==> src/rtl/wb_rr_arbiter_wdt_if.sv <==
// Bus bundle for wb_rr_arbiter_wdt.
// Carries the packed master-side Wishbone ports (wbm_*), the single slave-side
// port (wbs_*), and the grant/timeout status outputs.
// Modports:
//   slave  - the arbiter's view. It accepts master requests and drives the slave port.
//   master - the environment's view. It drives the masters and the slave response.
interface wb_rr_arbiter_wdt_if #(
    parameter int unsigned NUM_MASTERS = 4,
    parameter int unsigned aw          = 32,
    parameter int unsigned dw          = 32
);
    localparam int unsigned SW = dw / 8;

    logic [NUM_MASTERS*aw-1:0] wbm_adr_i;
    logic [NUM_MASTERS*dw-1:0] wbm_dat_i;
    logic [NUM_MASTERS*SW-1:0] wbm_sel_i;
    logic [NUM_MASTERS-1:0]    wbm_we_i;
    logic [NUM_MASTERS-1:0]    wbm_cyc_i;
    logic [NUM_MASTERS-1:0]    wbm_stb_i;
    logic [NUM_MASTERS*3-1:0]  wbm_cti_i;
    logic [NUM_MASTERS*2-1:0]  wbm_bte_i;
    logic [NUM_MASTERS*dw-1:0] wbm_rdt_o;
    logic [NUM_MASTERS-1:0]    wbm_ack_o;
    logic [NUM_MASTERS-1:0]    wbm_err_o;
    logic [NUM_MASTERS-1:0]    wbm_rty_o;

    logic [aw-1:0]             wbs_adr_o;
    logic [dw-1:0]             wbs_dat_o;
    logic [SW-1:0]             wbs_sel_o;
    logic                      wbs_we_o;
    logic                      wbs_cyc_o;
    logic                      wbs_stb_o;
    logic [2:0]                wbs_cti_o;
    logic [1:0]                wbs_bte_o;
    logic [dw-1:0]             wbs_rdt_i;
    logic                      wbs_ack_i;
    logic                      wbs_err_i;
    logic                      wbs_rty_i;

    logic [NUM_MASTERS-1:0]    grant_o;
    logic                      timeout_o;

    modport slave (
        input  wbm_adr_i, wbm_dat_i, wbm_sel_i, wbm_we_i, wbm_cyc_i, wbm_stb_i,
               wbm_cti_i, wbm_bte_i,
        output wbm_rdt_o, wbm_ack_o, wbm_err_o, wbm_rty_o,
        output wbs_adr_o, wbs_dat_o, wbs_sel_o, wbs_we_o, wbs_cyc_o, wbs_stb_o,
               wbs_cti_o, wbs_bte_o,
        input  wbs_rdt_i, wbs_ack_i, wbs_err_i, wbs_rty_i,
        output grant_o, timeout_o
    );

    modport master (
        output wbm_adr_i, wbm_dat_i, wbm_sel_i, wbm_we_i, wbm_cyc_i, wbm_stb_i,
               wbm_cti_i, wbm_bte_i,
        input  wbm_rdt_o, wbm_ack_o, wbm_err_o, wbm_rty_o,
        input  wbs_adr_o, wbs_dat_o, wbs_sel_o, wbs_we_o, wbs_cyc_o, wbs_stb_o,
               wbs_cti_o, wbs_bte_o,
        output wbs_rdt_i, wbs_ack_i, wbs_err_i, wbs_rty_i,
        input  grant_o, timeout_o
    );
endinterface

==> src/rtl/wb_rr_arbiter_wdt.sv <==
// Round-robin Wishbone arbiter with a per-transfer watchdog.
// A grant is held for the owner's whole cyc, so bursts are never split.
// If the slave gives no ack/err/rty for TIMEOUT strobe cycles, the access is aborted
// and err is returned to the owner. TIMEOUT=0 disables the watchdog.
// Ports:
//   wb_clk_i - clock
//   wb_rst_i - asynchronous active-high reset
//   bus      - wb_rr_arbiter_wdt_if.slave, which carries:
//              wbm_*     packed master ports (master i at slice i)
//              wbs_*     shared slave port
//              grant_o   one-hot owner (0 when idle)
//              timeout_o one-cycle pulse on a watchdog abort
module wb_rr_arbiter_wdt #(
    parameter int unsigned NUM_MASTERS = 4,
    parameter int unsigned aw          = 32,
    parameter int unsigned dw          = 32,
    parameter int unsigned TIMEOUT     = 256
) (
    input logic                wb_clk_i,
    input logic                wb_rst_i,
    wb_rr_arbiter_wdt_if.slave bus
);
    localparam int unsigned SW = dw / 8;
    localparam int unsigned IW = (NUM_MASTERS > 1) ? $clog2(NUM_MASTERS) : 1;
    localparam int unsigned WW = (TIMEOUT > 0) ? $clog2(TIMEOUT + 1) : 1;
    localparam bit          WDT_ON = (TIMEOUT > 0);
    localparam logic [WW-1:0] WDT_LAST = WW'((TIMEOUT > 0) ? TIMEOUT - 1 : 0);

    typedef enum logic [1:0] {S_IDLE, S_BUSY, S_ABORT} state_t;

    state_t                 state;
    logic [IW-1:0]          owner;
    logic [IW-1:0]          last;
    logic [NUM_MASTERS-1:0] grant;
    logic [WW-1:0]          wdt;
    logic                   timeout;

    logic                   busy;
    logic                   resp;
    logic                   found;
    logic [IW-1:0]          winner;
    logic [IW-1:0]          cand;
    logic [31:0]            rr_sum;

    logic                   own_cyc;
    logic                   own_stb;
    logic [aw-1:0]          own_adr;
    logic [dw-1:0]          own_dat;
    logic [SW-1:0]          own_sel;
    logic                   own_we;
    logic [2:0]             own_cti;
    logic [1:0]             own_bte;

    logic [NUM_MASTERS-1:0] ack_vec;
    logic [NUM_MASTERS-1:0] err_vec;
    logic [NUM_MASTERS-1:0] rty_vec;

    assign busy = (state == S_BUSY);
    assign resp = bus.wbs_ack_i | bus.wbs_err_i | bus.wbs_rty_i;

    // Round-robin search: first requester at last+1, last+2, ... (mod NUM_MASTERS).
    always_comb begin
        found  = 1'b0;
        winner = '0;
        cand   = '0;
        rr_sum = '0;
        for (int unsigned k = 1; k <= NUM_MASTERS; k++) begin
            rr_sum = 32'(last) + 32'(k);
            cand   = (rr_sum >= 32'(NUM_MASTERS)) ? IW'(rr_sum - 32'(NUM_MASTERS)) : IW'(rr_sum);
            if (!found && bus.wbm_cyc_i[cand]) begin
                found  = 1'b1;
                winner = cand;
            end
        end
    end

    // Select the owner's request signals.
    always_comb begin
        own_cyc = 1'b0;
        own_stb = 1'b0;
        own_adr = '0;
        own_dat = '0;
        own_sel = '0;
        own_we  = 1'b0;
        own_cti = '0;
        own_bte = '0;
        for (int unsigned i = 0; i < NUM_MASTERS; i++) begin
            if (owner == IW'(i)) begin
                own_cyc = bus.wbm_cyc_i[i];
                own_stb = bus.wbm_stb_i[i];
                own_adr = bus.wbm_adr_i[i*aw +: aw];
                own_dat = bus.wbm_dat_i[i*dw +: dw];
                own_sel = bus.wbm_sel_i[i*SW +: SW];
                own_we  = bus.wbm_we_i[i];
                own_cti = bus.wbm_cti_i[i*3 +: 3];
                own_bte = bus.wbm_bte_i[i*2 +: 2];
            end
        end
    end

    // Slave port is driven only while BUSY, so reset or abort silences it at once.
    assign bus.wbs_cyc_o = busy & own_cyc;
    assign bus.wbs_stb_o = busy & own_stb;
    assign bus.wbs_adr_o = busy ? own_adr : '0;
    assign bus.wbs_dat_o = busy ? own_dat : '0;
    assign bus.wbs_sel_o = busy ? own_sel : '0;
    assign bus.wbs_we_o  = busy & own_we;
    assign bus.wbs_cti_o = busy ? own_cti : '0;
    assign bus.wbs_bte_o = busy ? own_bte : '0;

    // Responses reach only the owner. In ABORT, err is forced and a late ack is dropped.
    always_comb begin
        ack_vec = '0;
        err_vec = '0;
        rty_vec = '0;
        for (int unsigned i = 0; i < NUM_MASTERS; i++) begin
            if (owner == IW'(i)) begin
                ack_vec[i] = busy & bus.wbs_ack_i;
                err_vec[i] = (busy & bus.wbs_err_i) | (state == S_ABORT);
                rty_vec[i] = busy & bus.wbs_rty_i;
            end
        end
    end

    assign bus.wbm_ack_o = ack_vec;
    assign bus.wbm_err_o = err_vec;
    assign bus.wbm_rty_o = rty_vec;
    assign bus.wbm_rdt_o = {NUM_MASTERS{bus.wbs_rdt_i}};
    assign bus.grant_o   = grant;
    assign bus.timeout_o = timeout;

    // Arbitration FSM and watchdog.
    always_ff @(posedge wb_clk_i or posedge wb_rst_i) begin
        if (wb_rst_i) begin
            state   <= S_IDLE;
            owner   <= '0;
            last    <= IW'(NUM_MASTERS - 1);
            grant   <= '0;
            wdt     <= '0;
            timeout <= 1'b0;
        end else begin
            timeout <= 1'b0;
            case (state)
                S_IDLE: begin
                    wdt <= '0;
                    if (found) begin
                        state <= S_BUSY;
                        owner <= winner;
                        last  <= winner;
                        grant <= NUM_MASTERS'(1) << winner;
                    end
                end
                S_BUSY: begin
                    if (!own_cyc) begin
                        state <= S_IDLE;
                        grant <= '0;
                        wdt   <= '0;
                    end else if (WDT_ON && own_stb && !resp) begin
                        // A response on the final wait cycle takes priority over the abort.
                        if (wdt == WDT_LAST) begin
                            state   <= S_ABORT;
                            timeout <= 1'b1;
                            wdt     <= '0;
                        end else begin
                            wdt <= wdt + WW'(1);
                        end
                    end else begin
                        wdt <= '0;
                    end
                end
                S_ABORT: begin
                    state <= S_IDLE;
                    grant <= '0;
                    wdt   <= '0;
                end
                default: begin
                    state <= S_IDLE;
                    grant <= '0;
                    wdt   <= '0;
                end
            endcase
        end
    end
endmodule

==> src/flat_wrapper.sv <==
// flat-port wrapper written by rule: the top's interface ports become plain ports
module wb_rr_arbiter_wdt_flat 
#(
    parameter int unsigned NUM_MASTERS = 4,
    parameter int unsigned aw          = 32,
    parameter int unsigned dw          = 32,
    parameter int unsigned TIMEOUT     = 256
)
  (wb_clk_i, wb_rst_i, bus_wbm_adr_i, bus_wbm_dat_i, bus_wbm_sel_i, bus_wbm_we_i, bus_wbm_cyc_i, bus_wbm_stb_i, bus_wbm_cti_i, bus_wbm_bte_i, bus_wbm_rdt_o, bus_wbm_ack_o, bus_wbm_err_o, bus_wbm_rty_o, bus_wbs_adr_o, bus_wbs_dat_o, bus_wbs_sel_o, bus_wbs_we_o, bus_wbs_cyc_o, bus_wbs_stb_o, bus_wbs_cti_o, bus_wbs_bte_o, bus_wbs_rdt_i, bus_wbs_ack_i, bus_wbs_err_i, bus_wbs_rty_i, bus_grant_o, bus_timeout_o);
  wb_rr_arbiter_wdt_if #(.NUM_MASTERS(NUM_MASTERS), .aw(aw), .dw(dw)) bus_i ();
  input logic wb_clk_i;
  input logic wb_rst_i;
  input wire logic [$bits(bus_i.wbm_adr_i)-1:0] bus_wbm_adr_i;
  input wire logic [$bits(bus_i.wbm_dat_i)-1:0] bus_wbm_dat_i;
  input wire logic [$bits(bus_i.wbm_sel_i)-1:0] bus_wbm_sel_i;
  input wire logic [$bits(bus_i.wbm_we_i)-1:0] bus_wbm_we_i;
  input wire logic [$bits(bus_i.wbm_cyc_i)-1:0] bus_wbm_cyc_i;
  input wire logic [$bits(bus_i.wbm_stb_i)-1:0] bus_wbm_stb_i;
  input wire logic [$bits(bus_i.wbm_cti_i)-1:0] bus_wbm_cti_i;
  input wire logic [$bits(bus_i.wbm_bte_i)-1:0] bus_wbm_bte_i;
  output wire logic [$bits(bus_i.wbm_rdt_o)-1:0] bus_wbm_rdt_o;
  output wire logic [$bits(bus_i.wbm_ack_o)-1:0] bus_wbm_ack_o;
  output wire logic [$bits(bus_i.wbm_err_o)-1:0] bus_wbm_err_o;
  output wire logic [$bits(bus_i.wbm_rty_o)-1:0] bus_wbm_rty_o;
  output wire logic [$bits(bus_i.wbs_adr_o)-1:0] bus_wbs_adr_o;
  output wire logic [$bits(bus_i.wbs_dat_o)-1:0] bus_wbs_dat_o;
  output wire logic [$bits(bus_i.wbs_sel_o)-1:0] bus_wbs_sel_o;
  output wire logic [$bits(bus_i.wbs_we_o)-1:0] bus_wbs_we_o;
  output wire logic [$bits(bus_i.wbs_cyc_o)-1:0] bus_wbs_cyc_o;
  output wire logic [$bits(bus_i.wbs_stb_o)-1:0] bus_wbs_stb_o;
  output wire logic [$bits(bus_i.wbs_cti_o)-1:0] bus_wbs_cti_o;
  output wire logic [$bits(bus_i.wbs_bte_o)-1:0] bus_wbs_bte_o;
  input wire logic [$bits(bus_i.wbs_rdt_i)-1:0] bus_wbs_rdt_i;
  input wire logic [$bits(bus_i.wbs_ack_i)-1:0] bus_wbs_ack_i;
  input wire logic [$bits(bus_i.wbs_err_i)-1:0] bus_wbs_err_i;
  input wire logic [$bits(bus_i.wbs_rty_i)-1:0] bus_wbs_rty_i;
  output wire logic [$bits(bus_i.grant_o)-1:0] bus_grant_o;
  output wire logic [$bits(bus_i.timeout_o)-1:0] bus_timeout_o;
  assign bus_i.wbm_adr_i = bus_wbm_adr_i;
  assign bus_i.wbm_dat_i = bus_wbm_dat_i;
  assign bus_i.wbm_sel_i = bus_wbm_sel_i;
  assign bus_i.wbm_we_i = bus_wbm_we_i;
  assign bus_i.wbm_cyc_i = bus_wbm_cyc_i;
  assign bus_i.wbm_stb_i = bus_wbm_stb_i;
  assign bus_i.wbm_cti_i = bus_wbm_cti_i;
  assign bus_i.wbm_bte_i = bus_wbm_bte_i;
  assign bus_wbm_rdt_o = bus_i.wbm_rdt_o;
  assign bus_wbm_ack_o = bus_i.wbm_ack_o;
  assign bus_wbm_err_o = bus_i.wbm_err_o;
  assign bus_wbm_rty_o = bus_i.wbm_rty_o;
  assign bus_wbs_adr_o = bus_i.wbs_adr_o;
  assign bus_wbs_dat_o = bus_i.wbs_dat_o;
  assign bus_wbs_sel_o = bus_i.wbs_sel_o;
  assign bus_wbs_we_o = bus_i.wbs_we_o;
  assign bus_wbs_cyc_o = bus_i.wbs_cyc_o;
  assign bus_wbs_stb_o = bus_i.wbs_stb_o;
  assign bus_wbs_cti_o = bus_i.wbs_cti_o;
  assign bus_wbs_bte_o = bus_i.wbs_bte_o;
  assign bus_i.wbs_rdt_i = bus_wbs_rdt_i;
  assign bus_i.wbs_ack_i = bus_wbs_ack_i;
  assign bus_i.wbs_err_i = bus_wbs_err_i;
  assign bus_i.wbs_rty_i = bus_wbs_rty_i;
  assign bus_grant_o = bus_i.grant_o;
  assign bus_timeout_o = bus_i.timeout_o;
  wb_rr_arbiter_wdt #(.NUM_MASTERS(NUM_MASTERS), .aw(aw), .dw(dw), .TIMEOUT(TIMEOUT)) u_core (.wb_clk_i(wb_clk_i), .wb_rst_i(wb_rst_i), .bus(bus_i));
endmodule
==> config.mk <==
export PLATFORM = sky130hd
export DESIGN_NAME = wb_rr_arbiter_wdt_flat
export DESIGN_NICKNAME = d
export VERILOG_FILES = /design/src/rtl/wb_rr_arbiter_wdt_if.sv /design/src/rtl/wb_rr_arbiter_wdt.sv /design/src/flat_wrapper.sv
export SDC_FILE = /design/constraint.sdc
export NUM_CORES = 1
export LEC_CHECK = 0
export CAP_MARGIN = 15
export CORE_AREA = 3 3 217 219
export CTS_CLUSTER_DIAMETER = 100
export CTS_CLUSTER_SIZE = 40
export DETAILED_ROUTE_END_ITERATION = 12
export DIE_AREA = 0 0 220 222
export PLACE_DENSITY_LB_ADDON = 0.05
export SETUP_SLACK_MARGIN = 0.3
export SLEW_MARGIN = 0
export SYNTH_ARGS = -nofsm -noshare
export SYNTH_HDL_FRONTEND = slang
export SYNTH_SLANG_ARGS = --single-unit
==> constraint.sdc <==
create_clock -name wb_clk_i -period 3.7 [get_ports wb_clk_i]
set_input_delay 0.555 -clock wb_clk_i [delete_from_list [all_inputs] [get_ports wb_clk_i]]
set_output_delay 0.555 -clock wb_clk_i [all_outputs]
set_load 0.1 [all_outputs]
* Word-level counts from Yosys, hierarchy flattened
Index checks and enable logic that the tools add are counted.
** Cells by class
- Add/subtract/negate cells :: 9
- $lt $le $gt $ge :: 8
- Equality and inequality tests :: 10
- Shift operators :: 1
- Multiplexer cells :: 85
- Bitwise gates (word level) :: 9
- Reductions and logical operators :: 13
** Operators with widths (number)
- 32-bit 2-to-1 mux :: 10
- 1-bit 2-to-1 mux :: 36
- 9-bit 2-to-1 mux :: 4
- 2-bit 2-to-1 mux :: 17
- 4-bit 2-to-1 mux :: 7
- 3-bit 2-to-1 mux :: 5
- 2-bit by 3-bit less-than comparator with 1-bit output (second input constant) :: 4
- 9-bit by 1-bit adder with 9-bit output (second input constant) :: 1
- 9-bit by 8-bit equality test with 1-bit output (second input constant) :: 1
- 3-bit >= comparator (second input constant) :: 3
- 1-bit binary-select mux with 2-bit select :: 4
- 4-bit case mux with 2 select lines :: 1
- 2-bit by 1-bit subtractor with 2-bit output (second input constant) :: 4
- 2-bit by 2-bit adder with 3-bit output (second input constant) :: 2
- 1-bit bitwise AND :: 6
- 2-bit equality test (second input constant) :: 3
- 3-bit != test (second input constant) :: 2
- 2-bit by 3-bit adder with 4-bit output (second input constant) :: 1
- 2-bit by 1-bit equality test with 1-bit output (second input constant) :: 2
- 4-bit by 3-bit >= comparator with 1-bit output (second input constant) :: 1
- 1-bit logical AND :: 4
- 1-bit zero test :: 4
- 2-bit zero test :: 2
- 2-bit case mux with 2 select lines :: 1
- other kinds (7) :: 10
** Storage, ports and cells
- Register bits :: 20
- Output and inout port bits :: 221
- Logic and storage cells :: 141

* Longest topological paths before layout
Gate-level depths: netlist of run 1.
- Depth in word-level cells :: 18
- Gate-level depth with buffers :: 5

* Worst setup path before layout of run 1
OpenSTA, ideal clock, no wires.
- Path type :: reg-to-output
- From :: reg u_core.owner[1]
- To :: out bus_wbm_err_o[0]
- Arrival time :: 3055 ps
- Data required time :: 3145 ps
- Path slack :: 90 ps
- Stages on the path, launching flop included :: 5
- Path through :: dfrtp_1 buf_2 buf_2 clkbuf_1 nor3b_1
** Between the ends
- Word-level cells in the longest chain between the ends :: 2
** Ends and longest elaborated chain
- from (decl) :: line wb_rr_arbiter_wdt.sv:32 : logic [IW-1:0] owner;
- from (signal assigned) :: line wb_rr_arbiter_wdt.sv:148 : owner <= winner;
- 2-bit zero test :: line wb_rr_arbiter_wdt.sv:117 : if (owner == IW'(i)) begin
- 1-bit 2-to-1 mux :: line wb_rr_arbiter_wdt.sv:117
- to (decl) :: line flat_wrapper.sv:23 : output wire logic [$bits(bus_i.wbm_err_o)-1:0] bus_wbm_err_o;
No other way between the ends.

* Worst setup path after layout of run 1
- From :: reg u_core.owner[0]
- To :: out bus_wbs_dat_o[31]
** Between the ends
- Word-level cells in the longest chain between the ends :: 6
- Elaborated cells between the ends (all ways) :: 9
- Classes of those cells :: eq/ne: 3; mux: 5; reduce/logical: 1
** Ends and longest elaborated chain
- 2-bit zero test :: line wb_rr_arbiter_wdt.sv:88 : if (owner == IW'(i)) begin
- 32-bit 2-to-1 mux (3 in a row) :: line wb_rr_arbiter_wdt.sv:88
- 32-bit 2-to-1 mux (*) :: line wb_rr_arbiter_wdt.sv:88
- 32-bit 2-to-1 mux (*) :: line wb_rr_arbiter_wdt.sv:105 : assign bus.wbs_dat_o = busy ? own_dat : '0;
- to (decl) :: line flat_wrapper.sv:26 : output wire logic [$bits(bus_i.wbs_dat_o)-1:0] bus_wbs_dat_o;
Every way passes the cells marked *; elsewhere a longest branch is shown, timed or not.

==> results list, run 1 <==
- Across the run, the number of max-cap violations was 0.
- For this design the total switching power over the nets is 5.336 mW.
- The floorplan step set the die height to 222 um.
- For the worst setup path, the data required time is 3140 ps.
- The startpoint identified for the worst register-to-register timing path is u_core.owner[0].
* Synth Warn #: 0
- Launch point of the worst path: u_core.owner[0]
- The cell count after synthesis came out at 424.
* Clock tree from TritonCTS: done
- Once layout is complete, the utilization of the core stands at 0.1761.
- The initial antenna violation count was 11.
- For this run, the leading register cell type out of synthesis is dfrtp_1.
* Number of buffers created by CTS: 3
- Internal power comes to 2.457 mW.
* Final number of setup-violating endpoints: 0
* Final Hold Vio Count: 0
- Headroom to the max-slew limit came out at 0.2937.
- Proportion of layout cells with a drive suffix above 1: 0.2729
* Global-route total usage across every layer: 0.1030
* Netlist cell types: 37
- Detailed placement finished with a half-perimeter wire length of 22880 um.
* Worst setup path endpoint: bus_wbs_dat_o[31]
- The number of slew-limit violations in the final report came to 0.
- After synthesis the netlist holds a flip-flop and latch count of 20.
* Num ports: 562
- Critical path buffer and inverter count: 2
* Area of the multi-input gates: 0.002736 mm^2
- Max Clock Freq: 320.3 MHz
- Final Routed Wirelength: 26880 um
* Ordered list of cells on the worst path: buf_12 > mux4_2 > nor2b_1 > buf_4
* GR Overflow Total: 0
- Area delta synth->final: 83.05%
* Layout filler cell count: 5052
- Dividing the final minimum period by the clock period gives 0.8438.
* Overall die width: 220 um
- The completed layout was analyzed and its total power is 7.793 mW.
- For the worst setup path, the data arrival time is 2570 ps.
- Across the VDD grid, the largest voltage drop is 0.5331 mV.
- DR pass1 iterations: 4
- Category of the critical setup timing path: flip-flop to primary output
* Post-synthesis average cell area: 10.27 um^2
* Register area share after synthesis: 0.1155
* Worst-case setup margin in the final layout: 577.8 ps
* Sequential power share: 0.071
- Entering global routing, the biggest net connects 76 pins.
- Number of gates resized after cts: 0
* First-iteration detailed-routing DRC count: 107
* IO buf count: 401
- Number of buffers on the longest clock path: 2
- Part of the total power dissipated in the clock network: 0.032
- Endpoint type of the worst setup path: primary output
* Crit path largest cell delay: 930 ps
* Pwr dens: 977.4 mW/mm^2
- Vias in the first global route: 4606
* Starting Density: 0.09618
- The first global-routing pass estimated 36610 um of wire.
- After detailed routing, the average wire length per cell comes to 20.93 um.
- Post-CTS timing repair inserted 0 buffers for setup.
- CTS Hold Buffers Added: 0
- Clock sinks: 20
- Clock latency on the worst-skew pair, taken at its later pin, is 250 ps.
* Type of the tightest min-delay check: flip-flop to flip-flop
* Async SR Flop Fraction: 1.000
* Register area: 510.5 um^2
* Crit path launch type: flip-flop
- Slowest cell on crit path: dfrtp_4
- Summed over all failing endpoints, the final setup total negative slack is 0 ps.
* Number of levels in the clock H-tree: 1
- DRC: 0
- Counting flops with a built-in enable in the synthesized netlist gives 0.
* Synthesized net count: 766
* Critical register-to-register path endpoint: u_core.wdt[7]
* Via density: 3.285
- Pin slew with the least headroom to its limit: 1059 ps
* Leakage component of the power: 2.875 nW
- Fin Clk Skew: 0.9657 ps
- Across all layers, the routed design uses 4218 vias.
* Root buffer cell: clkbuf_16
- In this run the remaining antenna-violating nets after routing total 0.
- Clock-pin transition on the worst setup and hold timing paths: 60 ps
- The critical path crosses 4 cells after its start point.
* Cell Rows: 78
* Core area: 0.04528 mm^2
- Mapped cell area: 0.004355 mm^2
* Full die area: 0.04884 mm^2
- Of the total power, combinational logic draws 0.897.
- In this design, the largest share of critical-path delay is due to flip-flops.
- Final nets: 1021
* Register-to-register setup slack: 1560 ps
* Setup repair after global routing missed its margin: false
- In this run the worst path has a maximum fanout of 37.
- Number of cell instances on the worst register-to-register path: 4
- Fraction of power spent switching nets: 0.6848
* Global placer's final weighted congestion: 0.8045
- Post-place setup slack: 722.8 ps
- The run finished with clean final reports.
* Tmin final: 3122 ps
power groups by stage:
stage          registers, mW  logic, mW  clock network, mW
6_report               0.553       6.99              0.247
3_5_place_dp           0.579       7.09                  0
4_1_cts                0.578       7.10              0.254
3_3_place_gp           0.580       7.11                  0
2_1_floorplan          0.462       6.16                  0
5_1_grt                0.596       7.26              0.267
worst min-delay path by stage:
stage                     cells after the start       endpoint     startpoint
final                                         1  u_core.wdt[0]  u_core.wdt[0]
after global routing                          1  u_core.wdt[0]  u_core.wdt[0]
after CTS                                     1  u_core.wdt[0]  u_core.wdt[0]
after detailed placement                      1  u_core.wdt[0]  u_core.wdt[0]
after global placement                        1  u_core.wdt[0]  u_core.wdt[0]
after floorplan                               1  u_core.wdt[0]  u_core.wdt[0]
logic make-up after synthesis:
kind of cell,share of synthesized area
AO/OA/AOI/OAI,0.03074
XOR/XNOR,0.01207
buffers and inverters,0.2591
adder cells (fa/ha/maj),0.002872
flip-flops,0.1155
multiplexers,0.3970
AND/OR/NAND/NOR,0.1827
cell type report:
cell class	instances	area share
sequential	20	0.06403
multi-input combinational	244	0.3432
antenna	6	0.001883
tap	600	0.09416
inverter	4	0.001883
clock buffer	4	0.01114
timing repair buffer	406	0.4837
worst register-to-register path, cell delays in order, from the launching register on:
cell and delay [ps]:
dfrtp_4 930, nand3b_1 390, o22ai_4 390, nand3_2 210, nor2_1 150
through the flow:
step,cell area (um^2),hold WS (ps),cells
final,7973,491.8,1284
after CTS,7958,496.4,1278
after floorplan,4360,446.7,424
after detailed placement,7869,488.2,1274
after global placement,7869,467.9,1274
after global routing,7970,512.5,1283
layer usage:
| metal | wire length [um] | global-route usage | vias up |
|---|---|---|---|
| li1 | - | - | 1912 |
| met3 | 2639 | 0.04084 | 24 |
| met1 | 9733 | 0.1098 | 2022 |
| met4 | 236 | 0.01454 | 8 |
| met2 | 14210 | 0.1938 | 252 |
| met5 | 55 | 0 | - |
Yosys cell counts (3+ instances only):
cell type	number	area (um^2)
a21oi_1	4	20.02
nand2b_1	4	25.02
nand2_1	13	48.80
mux2i_1	4	40.04
o31ai_1	4	30.03
nor3_1	5	25.02
inv_1	4	15.01
nor2_1	26	97.59
xor2_1	3	26.28
buf_2	11	55.05
dfrtp_1	18	450.4
nor2b_1	77	481.7
buf_4	133	998.5
clkbuf_1	10	37.54
mux4_2	75	1689
o21ai_0	3	15.01
xnor2_1	3	26.28
state kept, by name, indices dropped and copies added, names as in the netlist:
| signal | count |
|---|---|
| u_core.wdt | 9 |
| u_core.last | 2 |
| u_core.state | 2 |
| u_core.bus.timeout_o | 1 |
| u_core.bus.grant_o | 4 |
| u_core.owner | 2 |
placed cells by master, fill, tap and decap left out, types with 5 or more instances in the layout:
cell type,synthesis,routed
nand2_1,13,13
dfrtp_1,18,16
nor2_1,26,26
clkdlybuf4s50_1,0,313
nor2b_1,77,77
buf_4,133,91
nor3_1,5,5
diode_2,0,6
mux4_2,75,75
Note: power is estimated with default switching activity, not from simulation.
==> run 2, diff against run 1 <==
Settings changed: CORE_AREA 3 3 217 219 to 3 3 218 220, DIE_AREA 0 0 220 222 to 0 0 221 223.
Clock period 3.7 ns to 3.05 ns, I/O delays scaled along.
==> results list, run 2 (same netlist as run 1, synthesis figures left out) <==
- Global routing met2 resource utilization: 0.2235 (+0.02966)
- Max FFs per register: 9 (unchanged)
* Worst setup path endpoint: bus_wbs_stb_o
- Clock Latency Late Sink: 250 ps (about the same)
- Clock tree from TritonCTS: done
- GR Overflow Total: 0 (unchanged)
- Met1 Track Usage GR: 0.1319 (+0.02201)
* Result of the run: finished clean
- The post-placement setup slack came to 540.6 ps (-182.3 ps).
- Maximum number of pins on one net before global-route repair: 34 (-55%)
* Worst-case setup margin in the final layout: 455.3 ps (-122.5 ps)
- The post-route clock skew is 3.303 ps (+2.337 ps).
- Number of cell instances on the worst register-to-register path: 5 (+1)
- The number of endpoints with negative hold slack in the final report came to 0 (unchanged).
- Clock sinks: 20 (unchanged)
- Highest-utilization routing layer at the global route stage: met2
* Via density: 3.394 (+3.3%)
- The filler cell count came to 4990 (-1.2%).
- The library cell used most frequently in the layout, excluding fill and tap cells, is clkdlybuf4s50_1.
- Data required time of the worst path: 2590 ps (-550 ps)
* Critical register-to-register path endpoint: u_core.bus.grant_o[0]
- On the critical path, the stage with the largest delay is an instance of dfrtp_4.
* Pin slew with the least headroom to its limit: 793.8 ps (-265.7 ps)
- The cell sitting at the root of the clock tree is a clkbuf_16.
* Clock-pin transition on the worst setup and hold timing paths: 60 ps (about the same)
- Pwr Total: 11.13 mW (+43%)
* Top register by number of flip-flops: u_core.wdt
- The routed length per instance came to 23.70 um (+13%).
* Endpoint type of the worst setup path: primary output
- IO buf count: 401 (unchanged)
- Total vias in the final route: 4358 (+3.3%)
- The overall routing resource usage came to 0.1199 (+0.01690).
- Number of levels in the clock H-tree: 1 (unchanged)
- Post-route cell area: 0.008916 mm^2 (+12%)
* Register-to-register setup slack: 930 ps (-630 ps)
- The met3 usage in global routing came to 0.04671 (+0.005872).
- The starting density of the core was 0.09577 (-0.0004128).
- The buffer levels on the longest clock path was 2 (unchanged).
* Vias in the first global route: 4940 (+7.3%)
- Full die area: 0.04928 mm^2 (+0.91%)
- Num ports: 562 (unchanged)
- DR pass1 iterations: 4 (unchanged)
- Post-DP HPWL: 26570 um (+16%)
- DRC: 0 (unchanged)
- Type of the tightest min-delay check: flip-flop to flip-flop
- Number of antenna violations at the first check in global routing: 11 (unchanged)
* Tmin final: 2595 ps
- In the layout the commonest cells are clkdlybuf4s50_1, mux4_2, buf_12, nor2b_2, buf_4.
- Final number of setup-violating endpoints: 0 (unchanged)
* Height of the die: 223 um (+0.45%)
- Launch point of the worst path: u_core.owner[0]
- The die span in x is 221 um (+0.45%).
- The maximum ir drop on the vdd rail came to 0.5828 mV (+9.3%).
- Kind of cell adding the most delay to the critical path: flip-flops
- Area delta synth->final: 104.7%
- Derived from the worst setup path, the maximum achievable clock frequency is 385.4 MHz.
* Final clock period utilization by the worst path: 0.8507
- The areal power density over the cells is 1249 mW/mm^2 (+28%).
- Max FO, Critical Path: 16 (-57%)
- Crit path launch type: flip-flop
- The clock buffer count from CTS came to 3 (unchanged).
- The delay of the slowest cell on the worst path came to 660 ps (-270 ps).
- Rel. slew slack: 0.4702 (+0.1766)
- Final Max Tran Viols: 0 (unchanged)
- The number of violations of the max-capacitance limit is 0 (unchanged).
* Final nets: 1026 (+0.49%)
- Final-layout setup total negative slack: 0 ps (unchanged)
- The post-detailed-routing wire length was 30430 um (+13%).
* Placement Cell Area: 0.008797 mm^2 (+12%)
* Category of the critical setup timing path: flip-flop to primary output
* Ordered list of cells on the worst path: buf_12 > mux4_2 > nor2b_1 > buf_4
- Setup repair after global routing left no endpoint under its margin.
* Endpoint arrival time on the critical path: 2140 ps (-430 ps)
- The leakage power came to 3.202 nW (+11%).
- The number of cells on the critical path came to 4 (unchanged).
- The worst path buffer plus inverter count came to 2 (unchanged).
* Cell Rows: 78 (unchanged)
- The first-pass GRT wire length was 42630 um (+16%).
- The antenna violation net count after detailed routing was 0 (unchanged).
- First-iteration detailed-routing DRC count: 182 (+70%)
* Core area: 0.04548 mm^2 (+0.43%)
* Proportion of layout cells with a drive suffix above 1: 0.3572 (+0.08439)
- Reg-to-reg startpoint: u_core.owner[1]
* Global placer's final weighted congestion: 0.8426 (+4.7%)
run 2: changes by cell type in the layout (fill, tap and decap cells not counted):
| cell | delta |
|---|---|
| buf_12 | +63 |
| buf_16 | +1 |
| buf_4 | -54 |
| clkdlybuf4s50_1 | -5 |
| diode_2 | -5 |
| nor2b_1 | -49 |
| nor2b_2 | +49 |
run 2: how the worst min path moves through the flow:
stage                             start               endpoint  cells after the start  slack [ps]
after detailed placement  u_core.wdt[0]          u_core.wdt[0]                      1         480
after CTS                 u_core.wdt[0]          u_core.wdt[0]                      1         490
after floorplan                wb_rst_i  u_core.bus.grant_o[0]                      1         420
final                     u_core.wdt[0]          u_core.wdt[0]                      1         480
after global routing      u_core.wdt[0]          u_core.wdt[0]                      1         500
after global placement    u_core.wdt[0]          u_core.wdt[0]                      1         470
run 2: routing by layer:
layer / wire, um / vias up / share of wire
met4: 373 / 18 / 0.012
met5: 123 / - / 0.0040
li1: - / 1915 / -
met2: 16240 / 263 / 0.53
met3: 2655 / 33 / 0.087
met1: 11030 / 2129 / 0.36
run 2: layout make-up:
class	instances	area (um^2)	area share
Antenna cell	1	2.502	0.0002807
Multi-Input combinational cell	244	2859	0.3207
Tap cell	600	750.7	0.08420
Clock buffer	4	88.84	0.009964
Inverter	4	15.01	0.001684
Timing Repair Buffer	411	4690	0.5260
Sequential cell	20	510.5	0.05726
run 2: power by group:
part           internal (mW)  total [mW]  switching (mW)
logic                   3.68        10.3            6.59
clock network          0.200       0.297          0.0969
registers              0.344       0.560           0.216
total                   4.23        11.1            6.91
run 2: worst reg2reg max path: cells and delay by family, from the launching register on:
family                 cells  cell delay [ps]
DFF                        1              720
buffers and inverters      1              280
and+or+nand+nor            1              340
muxes                      1              320
AOI/OAI and AO/OA          2              360
run 2: per-stage QoR:
stage	cells	hold slack, ps	util
CTS	1283	490.8	0.1960
global route	1284	497.0	0.1960
finish	1284	481.7	0.1960
detailed placement	1278	482.4	0.1934
global placement	1278	470.1	0.1934
floorplan	424	419.8	-
run 2: timing repair:
action | in CTS | in global routing
hold buffers | 0 | 0
setup buffers | 1 | 0
resized for setup | 0 | 0
endpoints found under the hold margin | 0 | 0
endpoints found under the setup margin | 3 | 0
